[src/rtl/if_id_stage.sv]
// ============================================================================
// Module   : if_id_stage
// Purpose  : PC register, instruction fetch and IF/ID pipeline register with
//            RUN/HALTED control, branch flush and load-use stall.
// Revision : 1.0
// ============================================================================
`default_nettype none

module if_id_stage #(
    parameter logic [15:0] RESET_PC  = 16'h0000,
    parameter logic [15:0] NOP_INSTR = 16'h0000,
    parameter logic [3:0]  HALT_OP   = 4'hF
) (
    input  logic        clk,
    input  logic        rst_n,
    input  logic        stall,
    input  logic        flush,
    input  logic [15:0] branch_target,
    output logic [15:0] imem_addr,
    input  logic [15:0] imem_data,
    output logic [15:0] IFID_instr,
    output logic [15:0] IFID_pc_plus2,
    output logic        IFID_valid,
    output logic [3:0]  IFID_Rs,
    output logic [3:0]  IFID_Rt,
    output logic        halted,
    output logic [15:0] fetch_count
);

    typedef enum logic [0:0] {
        ST_RUN    = 1'b0,
        ST_HALTED = 1'b1
    } state_t;

    state_t      r_state;
    state_t      w_state_nxt;
    logic [15:0] r_pc;
    logic [15:0] w_pc_nxt;
    logic [15:0] r_instr;
    logic [15:0] w_instr_nxt;
    logic [15:0] r_pc2;
    logic [15:0] w_pc2_nxt;
    logic        r_valid;
    logic        w_valid_nxt;
    logic [15:0] r_count;
    logic [15:0] w_count_nxt;
    logic [15:0] w_pc_plus2;
    logic        w_is_halt;

    assign w_pc_plus2 = r_pc + 16'd2;
    assign w_is_halt  = (imem_data[15:12] == HALT_OP);

    always_ff @(posedge clk) begin
        if (!rst_n) begin
            r_state <= ST_RUN;
            r_pc    <= RESET_PC;
            r_instr <= NOP_INSTR;
            r_pc2   <= 16'h0000;
            r_valid <= 1'b0;
            r_count <= 16'h0000;
        end else begin
            r_state <= w_state_nxt;
            r_pc    <= w_pc_nxt;
            r_instr <= w_instr_nxt;
            r_pc2   <= w_pc2_nxt;
            r_valid <= w_valid_nxt;
            r_count <= w_count_nxt;
        end
    end

    // Priority: flush > stall > HALTED > RUN; every register holds by default.
    always_comb begin
        w_state_nxt = r_state;
        w_pc_nxt    = r_pc;
        w_instr_nxt = r_instr;
        w_pc2_nxt   = r_pc2;
        w_valid_nxt = r_valid;
        w_count_nxt = r_count;
        if (flush) begin
            w_state_nxt = ST_RUN;
            w_pc_nxt    = branch_target;
            w_instr_nxt = NOP_INSTR;
            w_pc2_nxt   = 16'h0000;
            w_valid_nxt = 1'b0;
        end else if (!stall) begin
            case (r_state)
                ST_HALTED: begin
                    w_instr_nxt = NOP_INSTR;
                    w_valid_nxt = 1'b0;
                end
                default: begin
                    w_instr_nxt = imem_data;
                    w_pc2_nxt   = w_pc_plus2;
                    w_valid_nxt = 1'b1;
                    if (r_count != 16'hFFFF) begin
                        w_count_nxt = r_count + 16'd1;
                    end
                    // A fetched HLT parks the PC on itself.
                    if (w_is_halt) begin
                        w_state_nxt = ST_HALTED;
                    end else begin
                        w_pc_nxt = w_pc_plus2;
                    end
                end
            endcase
        end
    end

    assign imem_addr     = r_pc;
    assign IFID_instr    = r_instr;
    assign IFID_pc_plus2 = r_pc2;
    assign IFID_valid    = r_valid;
    assign IFID_Rs       = r_instr[7:4];
    assign IFID_Rt       = r_instr[3:0];
    assign halted        = (r_state == ST_HALTED);
    assign fetch_count   = r_count;

endmodule

`default_nettype wire

[config.mk]
export PLATFORM = sky130hd
export DESIGN_NAME = if_id_stage
export DESIGN_NICKNAME = d
export VERILOG_FILES = /design/src/rtl/if_id_stage.sv
export SDC_FILE = /design/constraint.sdc
export NUM_CORES = 1
export LEC_CHECK = 0
export BUFFER_PORTS_ARGS = -buffer_cell sky130_fd_sc_hd__buf_2
export CAP_MARGIN = 30
export CORE_ASPECT_RATIO = 0.5
export CORE_MARGIN = 2
export CORE_UTILIZATION = 54
export CTS_BUF_LIST = sky130_fd_sc_hd__clkbuf_2
export DETAILED_ROUTE_END_ITERATION = 10
export HOLD_SLACK_MARGIN = 0.02
export PLACE_DENSITY_LB_ADDON = 0.05
export SLEW_MARGIN = 20
export SYNTH_ARGS = -nofsm -noshare
export SYNTH_HDL_FRONTEND = slang
export SYNTH_SLANG_ARGS = --single-unit
[constraint.sdc]
create_clock -name clk -period 4.7 [get_ports clk]
set_input_delay 0.47 -clock clk [delete_from_list [all_inputs] [get_ports clk]]
set_output_delay 0.47 -clock clk [all_outputs]
set_load 0.02 [all_outputs]
# ---- Word-level counts from Yosys, hierarchy flattened
# Cells that the tools add are included.
dict set report totals {
  elab_cells 29
  out_inout_bits 74
  register_bits 66
  in_bits 36
}
dict set report op_classes {
  muxes 8
  reduce_logical 4
  addsub 2
  bitwise 4
  n_eq_ne 5
}
# op n
set ops {}
lappend ops {{16-bit 2-to-1 mux} 5}
lappend ops {{16-bit by 1-bit adder with 16-bit output, second input constant} 1}
lappend ops {{16-bit by 2-bit adder with 16-bit output, second input constant} 1}
lappend ops {{16-bit inequality test, second input constant} 1}
lappend ops {{4-bit equality test, second input constant} 1}
lappend ops {{2-bit inequality test, second input constant} 2}
lappend ops {{1-bit NOT} 4}
lappend ops {{4-bit AND reduction} 1}
lappend ops {{1-bit 2-to-1 mux} 3}
lappend ops {{3-bit AND reduction} 1}
lappend ops {{2-bit by 1-bit inequality test with 1-bit output, second input constant} 1}
lappend ops {{2-bit AND reduction} 1}
lappend ops {{2-bit OR reduction} 1}

# ---- Depth between registers and ports, before layout
dict set report depth {
  depth_word 5
  mapped_depth 6
  depth_no_buf 5
}

# ---- Least setup slack after synthesis
# Ideal clock, no wire load.
dict set report synth_path {
  kind {register to register}
  startpoint {register r_count[5], in the netlist fetch_count[5]}
  endpoint {register r_count[13], in the netlist fetch_count[13]}
  arrival_ns 1.691
  setup_time_ns 0.119
  stages_incl_launch_ff 6
  slack_ns 2.890
  synth_period_minus_slack_ns 1.810
  n_path_buf 1
  required_ns 4.581
  path_cell_list {dfxtp_1 -> nand4_2 -> or2_1 -> buf_6 -> or3_1 -> o221a_2}
}
dict set report synth_via {
  elab_chain_len 2
  word_cells_on_any_way 3
}
# element line
set synth_rtl {}
lappend synth_rtl {{start: declaration} 45} ;# logic [15:0] r_count;
lappend synth_rtl {{start signal: assignment} 67} ;# r_count <= w_count_nxt;
lappend synth_rtl {{branches (longest 2 deep; another with 16-bit by 1-bit adder with 16-bit output)} --}
# Several ways; the timed one is not identified.
# A chain may end at the register's enable or synchronous reset.

# ---- Worst setup path in the final report
dict set report layout_path {
  startpoint {register r_state, in the netlist halted}
  endpoint {register r_pc[15], in the netlist imem_addr[15]}
}
dict set report layout_via {
  elab_chain_len 2
}
# element line
set layout_rtl {}
lappend layout_rtl {{start: declaration} 35} ;# state_t r_state;
lappend layout_rtl {{start signal: assignment} 62} ;# r_state <= w_state_nxt;
lappend layout_rtl {{2-bit inequality test (no source line)} --}
lappend layout_rtl {{3-bit AND reduction (no source line)} --}
lappend layout_rtl {{end signal: assignment} 63} ;# r_pc <= w_pc_nxt;
lappend layout_rtl {{end: declaration} 37} ;# logic [15:0] r_pc;
# No other way between the ends.

==> impl_metrics.env <==
export IMPL_status="complete, no violations"
export IMPL_num_vias=3108
export IMPL_rows=19
export IMPL_cts_reportedPaths_clkPinSlew_ps=200
export IMPL_cts_setup_buffers=0
export IMPL_start_kind="flop"
export IMPL_drtIter0Drc=301
export IMPL_pre_cts_ws_ps=1870
export IMPL_power_total_mw=1.16
export IMPL_cap_viol_max_count=0
export IMPL_routed_wl_um=8210
export IMPL_fmax_mhz=500
export IMPL_post_route_util_pct=68.4
export IMPL_cp_startpoint="halted"
export IMPL_synth_top_area_cell="dfxtp_1"
export IMPL_synthCells=366
export IMPL_hold_end="IFID_instr[7]"
export IMPL_ctsResizeCount=0
export IMPL_finalNetCount=494
export IMPL_hold_start="imem_data[7]"
export IMPL_hold_class="in -> reg"
export IMPL_die_h_um=57.6
export IMPL_timing_rr_end="imem_addr[15]"
export IMPL_place_area_sq_mm=0.00359
export IMPL_fillers=470
export IMPL_pin_count=110
export IMPL_grtUsageTotal_pct=25.7
export IMPL_relSlewSlack_pct=37.1
export IMPL_finalWorstSetupSlack_ps=2700
export IMPL_peakVddDrop_uv=219
export IMPL_synth_avg_cell_area_sq_um=8.49
export IMPL_grt_pass1_vias=2681
export IMPL_synth_area_leaders="dfxtp_1 (43%), nor2_1 (5.0%), xnor2_1 (4.2%)"
export IMPL_crit_slowest_cell="or4_1"
export IMPL_rsz0062_at_grt="false"
export IMPL_cts_root_buf="clkbuf_2"
export IMPL_ys_seq_elements=66
export IMPL_yosysMostFrequentCell="dfxtp_1"
export IMPL_finClkSkew_ps=18.7
export IMPL_regArea_sq_mm=0.00132
export IMPL_hold_buffers=0
export IMPL_areaGrowthSynthToFinish_pct=21.3
export IMPL_synth_top_area_share_pct=42.5
export IMPL_synthArstFlopShare_pct=0
export IMPL_min_period_over_period_pct=42.5
export IMPL_port_buffers=109
export IMPL_clk_latency_ps=540
export IMPL_clockBufferDepth=2
export IMPL_cp_cell_sequence="nor2_4, nand2_1, or4_1, a31oi_1"
export IMPL_syn_nets=404
export IMPL_path_buf_inv=0
export IMPL_slowest_delay_ps=560
export IMPL_core_area_sq_mm=0.00552
export IMPL_drc=0
export IMPL_die_w_um=111
export IMPL_grt_pass1_wl_um=13000
export IMPL_critical_path_class="reg -> reg"
export IMPL_ys_types=43
export IMPL_start_util_pct=56.4
export IMPL_cts_buffers=9
export IMPL_crit_family="simple AND/OR/NAND/NOR gates"
export IMPL_ys_flop_type="dfxtp_1"
export IMPL_critPathArrivalTime_ps=2470
export IMPL_leakage_nw=1.60
export IMPL_tightest_slew_ps=935
export IMPL_synth_seq_area_share_pct=42.5
export IMPL_worst_setup_path_end_kind="flop"
export IMPL_min_path_cells=3
export IMPL_htreeDepth=3
export IMPL_ant_nets=0
export IMPL_yosysWarnings=0
export IMPL_vias_per_cell=5.82
export IMPL_multi_input_area_sq_mm=0.00159
export IMPL_die_area_sq_mm=0.00642
export IMPL_drv_slew=0
export IMPL_finalSetupTns_ps=0
export IMPL_dp_hpwl_um=5880
export IMPL_cts_tree="done"
export IMPL_finalSetupViolCount=0
export IMPL_wire_per_inst_um=15.4
export IMPL_post_route_min_period_ps=2000
export IMPL_design_area_sq_mm=0.00377
export IMPL_hold_viol=0
export IMPL_r2r_cells=4
export IMPL_drtPass1Iterations=6
export IMPL_antenna_cells=0
export IMPL_worstPathMaxFanout=18
export IMPL_drive_gt1_share_pct=29.7
export IMPL_grt_overflow_total=0
export IMPL_syn_area_sq_mm=0.00311
export IMPL_powerDensity_mw_per_mm2=307
export IMPL_r2r_slack_ps=2700
export IMPL_grt_max_degree=51
export IMPL_antenna_found_initial=0
export IMPL_worstPathRequired_ps=5170
export IMPL_r2r_start="halted"
export IMPL_gp_congestion=0.962
export IMPL_synth_commonest_cells="dfxtp_1 (66), nor2_1 (41), nand2_1 (23)"
export IMPL_synth_edf_count=0
export IMPL_cts_sinks=66
==> worst max path at each step <==
stage | slack [ps] | depth (start not counted) | to
floorplan | 2890 | 5 | fetch_count[13]
global placement | 1990 | 5 | imem_addr[15]
detailed placement | 1870 | 5 | imem_addr[15]
CTS | 2190 | 4 | imem_addr[15]
global route | 2580 | 4 | imem_addr[15]
finish | 2700 | 4 | imem_addr[15]
==> report_power, final <==
group / total (mW) / leakage (nW) / internal [mW] / switching [mW]
clock: 0.392 / 0.0779 / 0.174 / 0.218
sequential: 0.608 / 0.539 / 0.582 / 0.0269
combinational: 0.156 / 0.986 / 0.0593 / 0.0964
==> metal layers <==
layer,part of all wire [%],up-vias,global-route usage [%]
met5,0,-,0
li1,-,1516,-
met4,0.74,0,8.11
met1,45,1429,33.9
met3,10,10,9.62
met2,44,153,40.2
==> worst min-delay path: cells and delay by family <==
| kind | cells | cell delay (ps) |
|---|---|---|
| buffers and inverters | 1 | 80 |
| and+or+nand+nor | 1 | 80 |
| AOI/OAI and AO/OA | 1 | 50 |
==> cell families after synthesis <==
| logic type | after synthesis | share of synthesized area, % |
|---|---|---|
| xor gates and xnor gates | 20 | 5.64 |
| DFF | 66 | 42.5 |
| muxes | 10 | 3.30 |
| buffers and inverters | 41 | 6.48 |
| adders and majority gates | 2 | 0.805 |
| and+or+nand+nor | 140 | 23.2 |
| AOI/OAI and AO/OA | 87 | 18.1 |
==> placed cells by master (no fill, tap or decap), types with 13 or more instances in the layout <==
| master | synthesis | final |
|---|---|---|
| nand3_1 | 18 | 18 |
| dfxtp_1 | 66 | 66 |
| a21oi_1 | 22 | 22 |
| nand4_1 | 13 | 13 |
| nand2_1 | 23 | 23 |
| buf_2 | 5 | 109 |
| a22oi_1 | 16 | 16 |
| o21ai_0 | 19 | 19 |
| nor2_1 | 41 | 40 |
| xnor2_1 | 15 | 15 |
==> registers in the layout, indices dropped and copies added (netlist names) <==
name,flops
IFID_valid,1
IFID_pc_plus2,16
halted,1
IFID_instr,16
imem_addr,16
fetch_count,16
==> stage by stage <==
| stage | hold WS (ps) | cells |
|---|---|---|
| 2_1_floorplan | 445 | 366 |
| 3_3_place_gp | 450 | 516 |
| 3_5_place_dp | 456 | 516 |
| 4_1_cts | 127 | 532 |
| 5_1_grt | 136 | 534 |
| 6_report | 150 | 534 |
==> cell type report <==
| class | instances | share of cell area [%] |
|---|---|---|
| flip-flops and latches | 66 | 35.0 |
| well taps | 73 | 2.42 |
| clock inverters | 7 | 2.49 |
| multi-input cells | 259 | 42.3 |
| clock buffers | 9 | 1.19 |
| inverters | 8 | 0.797 |
| repair buffers | 112 | 15.8 |
Power figures use the tool's default switching activity.
